`config.mk`:
```
export PLATFORM = sky130hd
export DESIGN_NAME = uart_rx
export DESIGN_NICKNAME = d
export VERILOG_FILES = /design/src/rtl/uart_rx.sv
export SDC_FILE = /design/constraint.sdc
export NUM_CORES = 1
export LEC_CHECK = 0
export CORE_UTILIZATION = 55
export CTS_CLUSTER_SIZE = 30
export DETAILED_ROUTE_END_ITERATION = 10
export PLACE_DENSITY = 0.87
export SYNTH_ARGS = -nofsm -noshare
export SYNTH_HDL_FRONTEND = slang
export SYNTH_SLANG_ARGS = --single-unit
```
`constraint.sdc`:
```
create_clock -name clk -period 4.6 [get_ports clk]
set_clock_uncertainty 0.2 [all_clocks]
set_input_delay 0.92 -clock clk [delete_from_list [all_inputs] [get_ports clk]]
set_output_delay 0.92 -clock clk [all_outputs]
set_load 0.005 [all_outputs]
```
`src/rtl/uart_rx.sv`:
```
// 8N1 UART receiver: 2-flop RX sync, mid-bit sampling, byte on valid/ready; valid rises 1 clk after the stop sample.
// Backpressure: a good byte arriving while valid && !ready is dropped and sets the sticky overrun flag.
module uart_rx #(
  parameter int CLK_FREQ  = 133000000,
  parameter int UART_FREQ = 115200
) (
  input  logic       clk,
  input  logic       rst_n,
  input  logic       RX,
  input  logic       ready,
  output logic [7:0] data_out,
  output logic       valid,
  output logic       frame_err,
  output logic       overrun,
  output logic       busy
);

  localparam int BIT_DIV  = CLK_FREQ / UART_FREQ;
  localparam int HALF_DIV = BIT_DIV / 2;
  localparam logic [10:0] BIT_LOAD  = 11'(BIT_DIV - 1);
  localparam logic [10:0] HALF_LOAD = 11'(HALF_DIV - 1);

  typedef enum logic [2:0] {
    WAIT_IDLE,
    IDLE,
    START,
    DATA,
    STOP
  } state_t;

  state_t      state_q, state_d;
  logic        rx_meta_q, rx_meta_d;
  logic        rx_s_q, rx_s_d;
  logic [10:0] cnt_q, cnt_d;
  logic [2:0]  bit_idx_q, bit_idx_d;
  logic [7:0]  shift_q, shift_d;
  logic [7:0]  data_q, data_d;
  logic        valid_q, valid_d;
  logic        frame_err_q, frame_err_d;
  logic        overrun_q, overrun_d;
  logic        cnt_zero;

  always_ff @(posedge clk) begin
    if (!rst_n) begin
      state_q     <= WAIT_IDLE;
      rx_meta_q   <= 1'b1;
      rx_s_q      <= 1'b1;
      cnt_q       <= '0;
      bit_idx_q   <= '0;
      shift_q     <= '0;
      data_q      <= '0;
      valid_q     <= 1'b0;
      frame_err_q <= 1'b0;
      overrun_q   <= 1'b0;
    end else begin
      state_q     <= state_d;
      rx_meta_q   <= rx_meta_d;
      rx_s_q      <= rx_s_d;
      cnt_q       <= cnt_d;
      bit_idx_q   <= bit_idx_d;
      shift_q     <= shift_d;
      data_q      <= data_d;
      valid_q     <= valid_d;
      frame_err_q <= frame_err_d;
      overrun_q   <= overrun_d;
    end
  end

  assign cnt_zero = (cnt_q == 11'd0);

  always_comb begin
    state_d     = state_q;
    rx_meta_d   = RX;
    rx_s_d      = rx_meta_q;
    cnt_d       = cnt_q;
    bit_idx_d   = bit_idx_q;
    shift_d     = shift_q;
    data_d      = data_q;
    valid_d     = valid_q;
    frame_err_d = 1'b0;
    overrun_d   = overrun_q;

    // Consume; a byte accepted in the same cycle overrides this below.
    if (valid_q && ready) begin
      valid_d = 1'b0;
    end

    case (state_q)
      WAIT_IDLE: begin
        if (rx_s_q) begin
          state_d = IDLE;
        end
      end
      IDLE: begin
        if (!rx_s_q) begin
          state_d = START;
          cnt_d   = HALF_LOAD;
        end
      end
      START: begin
        if (!cnt_zero) begin
          cnt_d = cnt_q - 11'd1;
        end else if (!rx_s_q) begin
          state_d   = DATA;
          cnt_d     = BIT_LOAD;
          bit_idx_d = 3'd0;
        end else begin
          state_d = IDLE;
        end
      end
      DATA: begin
        if (!cnt_zero) begin
          cnt_d = cnt_q - 11'd1;
        end else begin
          shift_d   = {rx_s_q, shift_q[7:1]};
          bit_idx_d = bit_idx_q + 3'd1;
          cnt_d     = BIT_LOAD;
          if (bit_idx_q == 3'd7) begin
            state_d = STOP;
          end
        end
      end
      STOP: begin
        if (!cnt_zero) begin
          cnt_d = cnt_q - 11'd1;
        end else if (rx_s_q) begin
          state_d = IDLE;
          if (!valid_q || ready) begin
            data_d  = shift_q;
            valid_d = 1'b1;
          end else begin
            overrun_d = 1'b1;
          end
        end else begin
          // Bad stop: wait for the line to return high before hunting again.
          frame_err_d = 1'b1;
          state_d     = WAIT_IDLE;
        end
      end
      default: begin
        state_d = WAIT_IDLE;
      end
    endcase
  end

  assign data_out  = data_q;
  assign valid     = valid_q;
  assign frame_err = frame_err_q;
  assign overrun   = overrun_q;
  assign busy      = (state_q == START) || (state_q == DATA) || (state_q == STOP);

endmodule

```
==> results_dict.tcl, run 1 <==
set metrics [dict create \
    cellLeakagePower_nw 0.779 \
    worst-path-max-fanout 13 \
    clock_latency_ns 0.35 \
    grt_antenna_before_repair 0 \
    cts-root-buf "sky130_fd_sc_hd__clkbuf_4" \
    timing_worst_slew_pin_value_ns 0.927 \
    post_route_cells_drive_above_1_share_pct 7.11 \
    initial_utilization_pct 58.4 \
    cts-resized-gates 0 \
    worst-r2r-cell-count 7 \
    synth_enable_flop_cells 0 \
    critPathCaptureType "output port" \
    maximum_number_of_pins_on_one_net_before_global_route_repair 32 \
    synthAdderAreaFrac_pct 2.78 \
    finalHoldViolCount 0 \
    final_net_count 219 \
    detail_route.first_pass.iterations 4 \
    share_of_synthesized_flip_flops_with_an_asynchronous_set_or_reset_pct 0 \
    via_density_per_instance 5.91 \
    hold-path-endpoint "rx_s_q$_SDFF_PN1_" \
    place.detailed.hpwl_um 2320 \
    syn_to_final_growth_pct 10.4 \
    yosysWarnings 0 \
    detailroute.via_count 1506 \
    timing.fmax_mhz 305 \
    postCtsSetupBuffers 0 \
    final_worst_path_period_need_ns 3.28 \
    max-cap-violations 0 \
    hold-path-cell-count 1 \
    cts_buffer_depth 2 \
    cts.sink_count 38 \
    fp.dieW_um 59.2 \
    cts.clk_slew.worst_paths_ns 0.12 \
    vdd_drop_max_v 0.000192 \
    postSynth.topFlopCell "sky130_fd_sc_hd__dfxtp_1" \
    top_level_ports 16 \
    io_buffers 15 \
    cts_htree_levels 2 \
    cts.hold.buffers_added 0 \
    worst_hold_slack_ns 0.225 \
    synth.area.mux_share_pct 9.46 \
    cts_made_buffers 5 \
    worst-endpoint-arrival_ns 2.16 \
    synth-seq-cells 38 \
    via_count_of_the_first_global_routing_pass 1286 \
    r2r_setup_slack_ns 1.67 \
    gp_routability_congestion 0.918 \
    grtUsageTotal_pct 21.9 \
    antenna_cells 0 \
    std_cell_rows 20 \
    slew_headroom_pct 38.1 \
    outcome "complete, no violations" \
    first_pass_grt_wire_length_um 5760 \
    power_per_cell_area_nw_per_um2 312 \
    rsz0062_at_grt "no" \
    share_of_the_synthesized_netlist_area_taken_by_xor_and_xnor_gates_pct 0.487 \
    synth_cell_type_count 42 \
    netlist_instances 202 \
    syn-mean-instance-area_um2 8.90 \
    drt_iter0_markers 46 \
    synth-simple-area-share_pct 23.0 \
    holdCritStartpoint "rx_meta_q$_SDFF_PN1_" \
    timing_worst_setup_path_type "reg2out" \
    share_of_the_synthesized_area_in_compound_gates_ao_oa_aoi_oai_pct 16.8 \
    drc 0 \
    timing.setup.tns_ns 0 \
    final-max-slew-violation-count 0 \
    final.period_utilization_pct 71.4 \
    route.antenna.remaining_nets 0 \
    crit-reg2reg-launch "cnt_q[0]$_SDFFE_PN0P_" \
    core-area_um2 3080 \
    synth-seq-area-share_pct 42.3 \
    postSynthNetCount 210 \
    regToRegEndpoint "data_out[3]$_SDFFE_PN0P_" \
    fp.dieH_um 59.2 \
    hold_path.class "reg2reg" \
    post_drt_wl_per_cell_um 13.5 \
    floorplan.die_area_um2 3500 \
    critical_path.startpoint_type "register" \
    tritoncts_clock_tree "yes" \
    grt-ovfl-total 0 \
    main_combinational_cell_family_by_area_after_synthesis "simple AND/OR/NAND/NOR gates" \
    synth_area_um2 1800 \
    timing.final.setup_violations 0 \
    cp_data_required_time_ns 3.48 \
    drt_wl_total_um 3450 \
]
[critical path, stage by stage (launching register included)]
cell	delay, ns
sky130_fd_sc_hd__dfxtp_1	0.65
sky130_fd_sc_hd__nor3b_4	0.15
sky130_fd_sc_hd__nor2_1	0.45
sky130_fd_sc_hd__inv_2	0.09
sky130_fd_sc_hd__clkdlybuf4s50_1	0.46
[worst max path at each step]
stage / from / endpoint / slack (ns)
2_1_floorplan: cnt_q[0]$_SDFFE_PN0P_ / data_out[0]$_SDFFE_PN0P_ / 2.41
3_3_place_gp: rst_n / cnt_q[8]$_SDFFE_PN0P_ / 1.49
3_5_place_dp: rst_n / cnt_q[8]$_SDFFE_PN0P_ / 1.43
4_1_cts: state_q[0]$_SDFFE_PN0P_ / busy / 1.37
5_1_grt: state_q[0]$_SDFFE_PN0P_ / busy / 1.21
6_report: state_q[0]$_SDFFE_PN0P_ / busy / 1.32
[area by class of cell]
type | instances | area (um^2)
flip-flops and latches | 38 | 761
clock buffers | 5 | 37.5
well taps | 44 | 55.1
repair buffers | 16 | 158
fillers | 250 | 1090
inverters | 5 | 18.8
multi-input cells | 145 | 946
clock inverters | 2 | 10.0
[cell usage in the layout, fill, tap and decap left out, types with 2 or more instances in the layout]
| cell | instances |
|---|---|
| sky130_fd_sc_hd__a211oi_1 | 2 |
| sky130_fd_sc_hd__a21oi_1 | 18 |
| sky130_fd_sc_hd__a31oi_1 | 4 |
| sky130_fd_sc_hd__and4b_1 | 2 |
| sky130_fd_sc_hd__clkbuf_4 | 5 |
| sky130_fd_sc_hd__clkdlybuf4s50_1 | 15 |
| sky130_fd_sc_hd__clkinv_2 | 2 |
| sky130_fd_sc_hd__dfxtp_1 | 38 |
| sky130_fd_sc_hd__ha_1 | 4 |
| sky130_fd_sc_hd__inv_1 | 4 |
| sky130_fd_sc_hd__mux2i_1 | 17 |
| sky130_fd_sc_hd__nand2_1 | 9 |
| sky130_fd_sc_hd__nand2b_1 | 3 |
| sky130_fd_sc_hd__nand3_1 | 2 |
| sky130_fd_sc_hd__nand4_1 | 3 |
| sky130_fd_sc_hd__nor2_1 | 27 |
| sky130_fd_sc_hd__nor2b_1 | 4 |
| sky130_fd_sc_hd__nor3_1 | 9 |
| sky130_fd_sc_hd__nor4_1 | 3 |
| sky130_fd_sc_hd__o21ai_0 | 9 |
| sky130_fd_sc_hd__o221a_2 | 2 |
| sky130_fd_sc_hd__o32ai_1 | 2 |
| sky130_fd_sc_hd__o41ai_1 | 2 |
| sky130_fd_sc_hd__or3_1 | 4 |
| sky130_fd_sc_hd__or4_1 | 3 |
[kinds of logic (layout without fill, tap and decap cells)]
family,Yosys count,count (layout)
mux,17,17
xor+xnor,1,1
compound gates,48,48
flops,38,38
fa+ha+maj,4,4
buf+inv,19,28
simple gates,75,75
[metrics by stage]
step	setup slack, ns	total power, mW	utilization [%]	cell area (um^2)	instances
2_1_floorplan	2.41	0.450	-	1800	202
3_3_place_gp	1.49	0.460	63.0	1940	248
3_5_place_dp	1.43	0.462	63.0	1940	248
4_1_cts	1.37	0.620	64.5	1990	255
5_1_grt	1.21	0.650	64.5	1990	255
6_report	1.32	0.619	64.5	1990	255
[state kept, by name, indices dropped and copies added (netlist names)]
name	count
cnt_q	11
data_out	8
shift_q	8
bit_idx_q	3
state_q	3
frame_err	1
overrun	1
rx_meta_q	1
rx_s_q	1
valid	1
[cell usage after synthesis, drive strengths merged (3+ instances only)]
cell type	n	area share, %
mux2i	17	9.5
nand2b	3	1.0
buf	6	2.4
dfxtp	38	42
nor3	10	3.4
a31oi	4	1.4
nand2	9	1.9
nor2b	4	1.4
nor2	27	5.6
a21oi	18	5.0
or3	4	1.4
nor4	3	1.0
clkbuf	8	1.7
inv	5	1.0
ha	4	2.8
o21ai	10	2.8
nand3	3	1.1
or4	3	1.3
nand4	3	1.0
[per-layer routing]
layer | GRT usage (%) | part of all wire (%) | wire length, um
met1 | 30.3 | 48 | 1650
met2 | 32.3 | 45 | 1540
met3 | 4.37 | 5.5 | 188
met4 | 11.2 | 1.9 | 66
met5 | 0 | 0 | 0
[power by group]
part | switching [mW] | internal, mW | total, mW
clock network | 0.108 | 0.0549 | 0.163
registers | 0.0106 | 0.336 | 0.347
logic | 0.0720 | 0.0377 | 0.110
total | 0.190 | 0.429 | 0.619
No activity file was read; power rests on OpenSTA's default activity.
==> run 2: changes to the inputs <==
--- a/config.mk
+++ b/config.mk
@@ -5,10 +5,10 @@
 export SDC_FILE = /design/constraint.sdc
 export NUM_CORES = 1
 export LEC_CHECK = 0
-export CORE_UTILIZATION = 55
+export CORE_UTILIZATION = 51
 export CTS_CLUSTER_SIZE = 30
 export DETAILED_ROUTE_END_ITERATION = 10
-export PLACE_DENSITY = 0.87
+export PLACE_DENSITY = 0.85
 export SYNTH_ARGS = -nofsm -noshare
 export SYNTH_HDL_FRONTEND = slang
 export SYNTH_SLANG_ARGS = --single-unit
==> constraint.sdc (replaced) <==
create_clock -name clk -period 2.9 [get_ports clk]
set_clock_uncertainty 0.2 [all_clocks]
set_input_delay 0.58 -clock clk [delete_from_list [all_inputs] [get_ports clk]]
set_output_delay 0.58 -clock clk [all_outputs]
set_load 0.005 [all_outputs]
==> results_dict.tcl, run 2 (synthesis gave the netlist of run 1 again) <==
set metrics [dict create \
    final.period_utilization_pct 93.3 \
    cts.clk_slew.worst_paths_ns 0.12 \
    cpMaxStageDelayCell "sky130_fd_sc_hd__dfxtp_1" \
    antenna_cells 0 \
    slew_headroom_pct 65.7 \
    p_comb_share_pct 15.8 \
    global_route.usage.met2_pct 34.6 \
    finalHoldViolCount 0 \
    critical_path.startpoint_type "register" \
    final-max-slew-violation-count 0 \
    place.detailed.hpwl_um 2550 \
    grtUsageMet1_pct 28.6 \
    cts_htree_levels 2 \
    cts_made_buffers 5 \
    mostFrequentLayoutCell "sky130_fd_sc_hd__dfxtp_1" \
    worst-endpoint-arrival_ns 1.93 \
    grt_antenna_before_repair 0 \
    regMostFlops "cnt_q" \
    power.sequential.fraction_pct 46.3 \
    std_cell_rows 21 \
    via_count_of_the_first_global_routing_pass 1278 \
    timing_worst_slew_pin_value_ns 0.515 \
    outcome "complete, no violations" \
    report.power.total_mw 1.19 \
    internal-power_uw 875 \
    floorplan.die_area_um2 3770 \
    cellLeakagePower_nw 0.838 \
    post_route_cells_drive_above_1_share_pct 10.5 \
    timing.fmax_mhz 370 \
    global_route.usage.met3_pct 5.67 \
    timing.final.setup_violations 0 \
    vdd_drop_max_v 0.000416 \
    fp.dieH_um 61.4 \
    drc 0 \
    final_net_count 226 \
    tritoncts_clock_tree "yes" \
    core-area_um2 3360 \
    layout_setup_ws_ns 0.194 \
    power_per_cell_area_nw_per_um2 567 \
    final_cell_mix "sky130_fd_sc_hd__dfxtp_1 (38), sky130_fd_sc_hd__nor2_1 (27), sky130_fd_sc_hd__a21oi_1 (18), sky130_fd_sc_hd__mux2i_1 (17), sky130_fd_sc_hd__clkdlybuf4s50_1 (15)" \
    grt-ovfl-total 0 \
    total_switching_power_uw 315 \
    grt_peak_use_layer "met2" \
    critical_path.n_buffers_inverters 2 \
    critPathCaptureType "output port" \
    worst_hold_slack_ns 0.211 \
    final_worst_path_period_need_ns 2.71 \
    drt_wl_total_um 3670 \
    hold_path.class "reg2reg" \
    cts-root-buf "sky130_fd_sc_hd__clkbuf_4" \
    route.antenna.remaining_nets 0 \
    cell_type_group_with_the_largest_total_delay_on_the_critical_path "buffers and inverters" \
    power.share.clock_pct 37.9 \
    clock_latency_ns 0.36 \
    largest_register_ffs 11 \
    syn_to_final_growth_pct 16.8 \
    detail_route.first_pass.iterations 4 \
    cts-resized-gates 0 \
    drt_iter0_markers 68 \
    detailroute.via_count 1509 \
    crit_path_max_incr_delay_ns 0.50 \
    cts_buffer_depth 2 \
    top_level_ports 16 \
    rsz0062_at_grt "no" \
    fp.dieW_um 61.4 \
    maximum_number_of_pins_on_one_net_before_global_route_repair 22 \
    cts.sink_count 38 \
    via_density_per_instance 5.69 \
    first_pass_grt_wire_length_um 5900 \
    timing.setup.tns_ns 0 \
    post-place-ws_ns 0.356 \
    path_cells "nor3b_4 > nor2_1 > inv_2 > clkdlybuf4s50_1" \
    cp_data_required_time_ns 2.12 \
    worst-path-max-fanout 9 \
    post_drt_wl_per_cell_um 13.9 \
    power.switching_fraction_pct 26.5 \
    grtUsageTotal_pct 21.9 \
    io_buffers 15 \
    timing_worst_setup_path_type "reg2out" \
    max-cap-violations 0 \
    initial_utilization_pct 53.5 \
    gp_routability_congestion 0.897 \
]
## run 2: changes by cell type in the layout (fill, tap and decap cells not counted), sizes merged
cell    delta
clkinv     -1
bufinv     +2
buf        +7
## run 2: routing by layer
layer	vias to the layer above	part of all wire (%)
met4	0	1.1
met5	-	0
met1	702	47
met3	5	3.7
li1	769	-
met2	33	48
## run 2: power groups by stage
stage	registers [mW]	clock network, mW	logic, mW
4_1_cts	0.550	0.461	0.185
3_3_place_gp	0.562	0	0.182
6_report	0.551	0.452	0.188
3_5_place_dp	0.562	0	0.184
5_1_grt	0.553	0.487	0.206
2_1_floorplan	0.553	0	0.161
## run 2: final cells by class
class / instances / area (um^2)
fill: 298 / 1260
multi-input combinational: 145 / 946
sequential: 38 / 761
timing repair buffer: 23 / 210
clock inverter: 3 / 68.8
tap: 46 / 57.6
clock buffer: 5 / 37.5
inverter: 5 / 18.8
## run 2: path summary, 6_finish.rpt
path	slack, ns	start	cells after the start	end
worst min register to register	0.21	rx_meta_q$_SDFF_PN1_	1	rx_s_q$_SDFF_PN1_
worst max register to register	0.32	cnt_q[0]$_SDFFE_PN0P_	7	data_out[2]$_SDFFE_PN0P_
worst min-delay path	0.21	rx_meta_q$_SDFF_PN1_	1	rx_s_q$_SDFF_PN1_
worst max-delay path	0.19	state_q[2]$_SDFFE_PN0P_	4	busy
## run 2: repair_timing
action | in CTS | in global routing
endpoints found under the setup margin | 0 | 1
buffers inserted | 0 | 2
endpoints found under the hold margin | 0 | 0
hold buffers | 0 | 0
## run 2: metrics by stage
| step | util, % | cells | area (um^2) |
|---|---|---|---|
| global route | 62.4 | 265 | 2100 |
| floorplan | - | 202 | 1800 |
| CTS | 62.0 | 263 | 2080 |
| detailed placement | 58.8 | 255 | 1980 |
| finish | 62.4 | 265 | 2100 |
| global placement | 58.8 | 255 | 1980 |
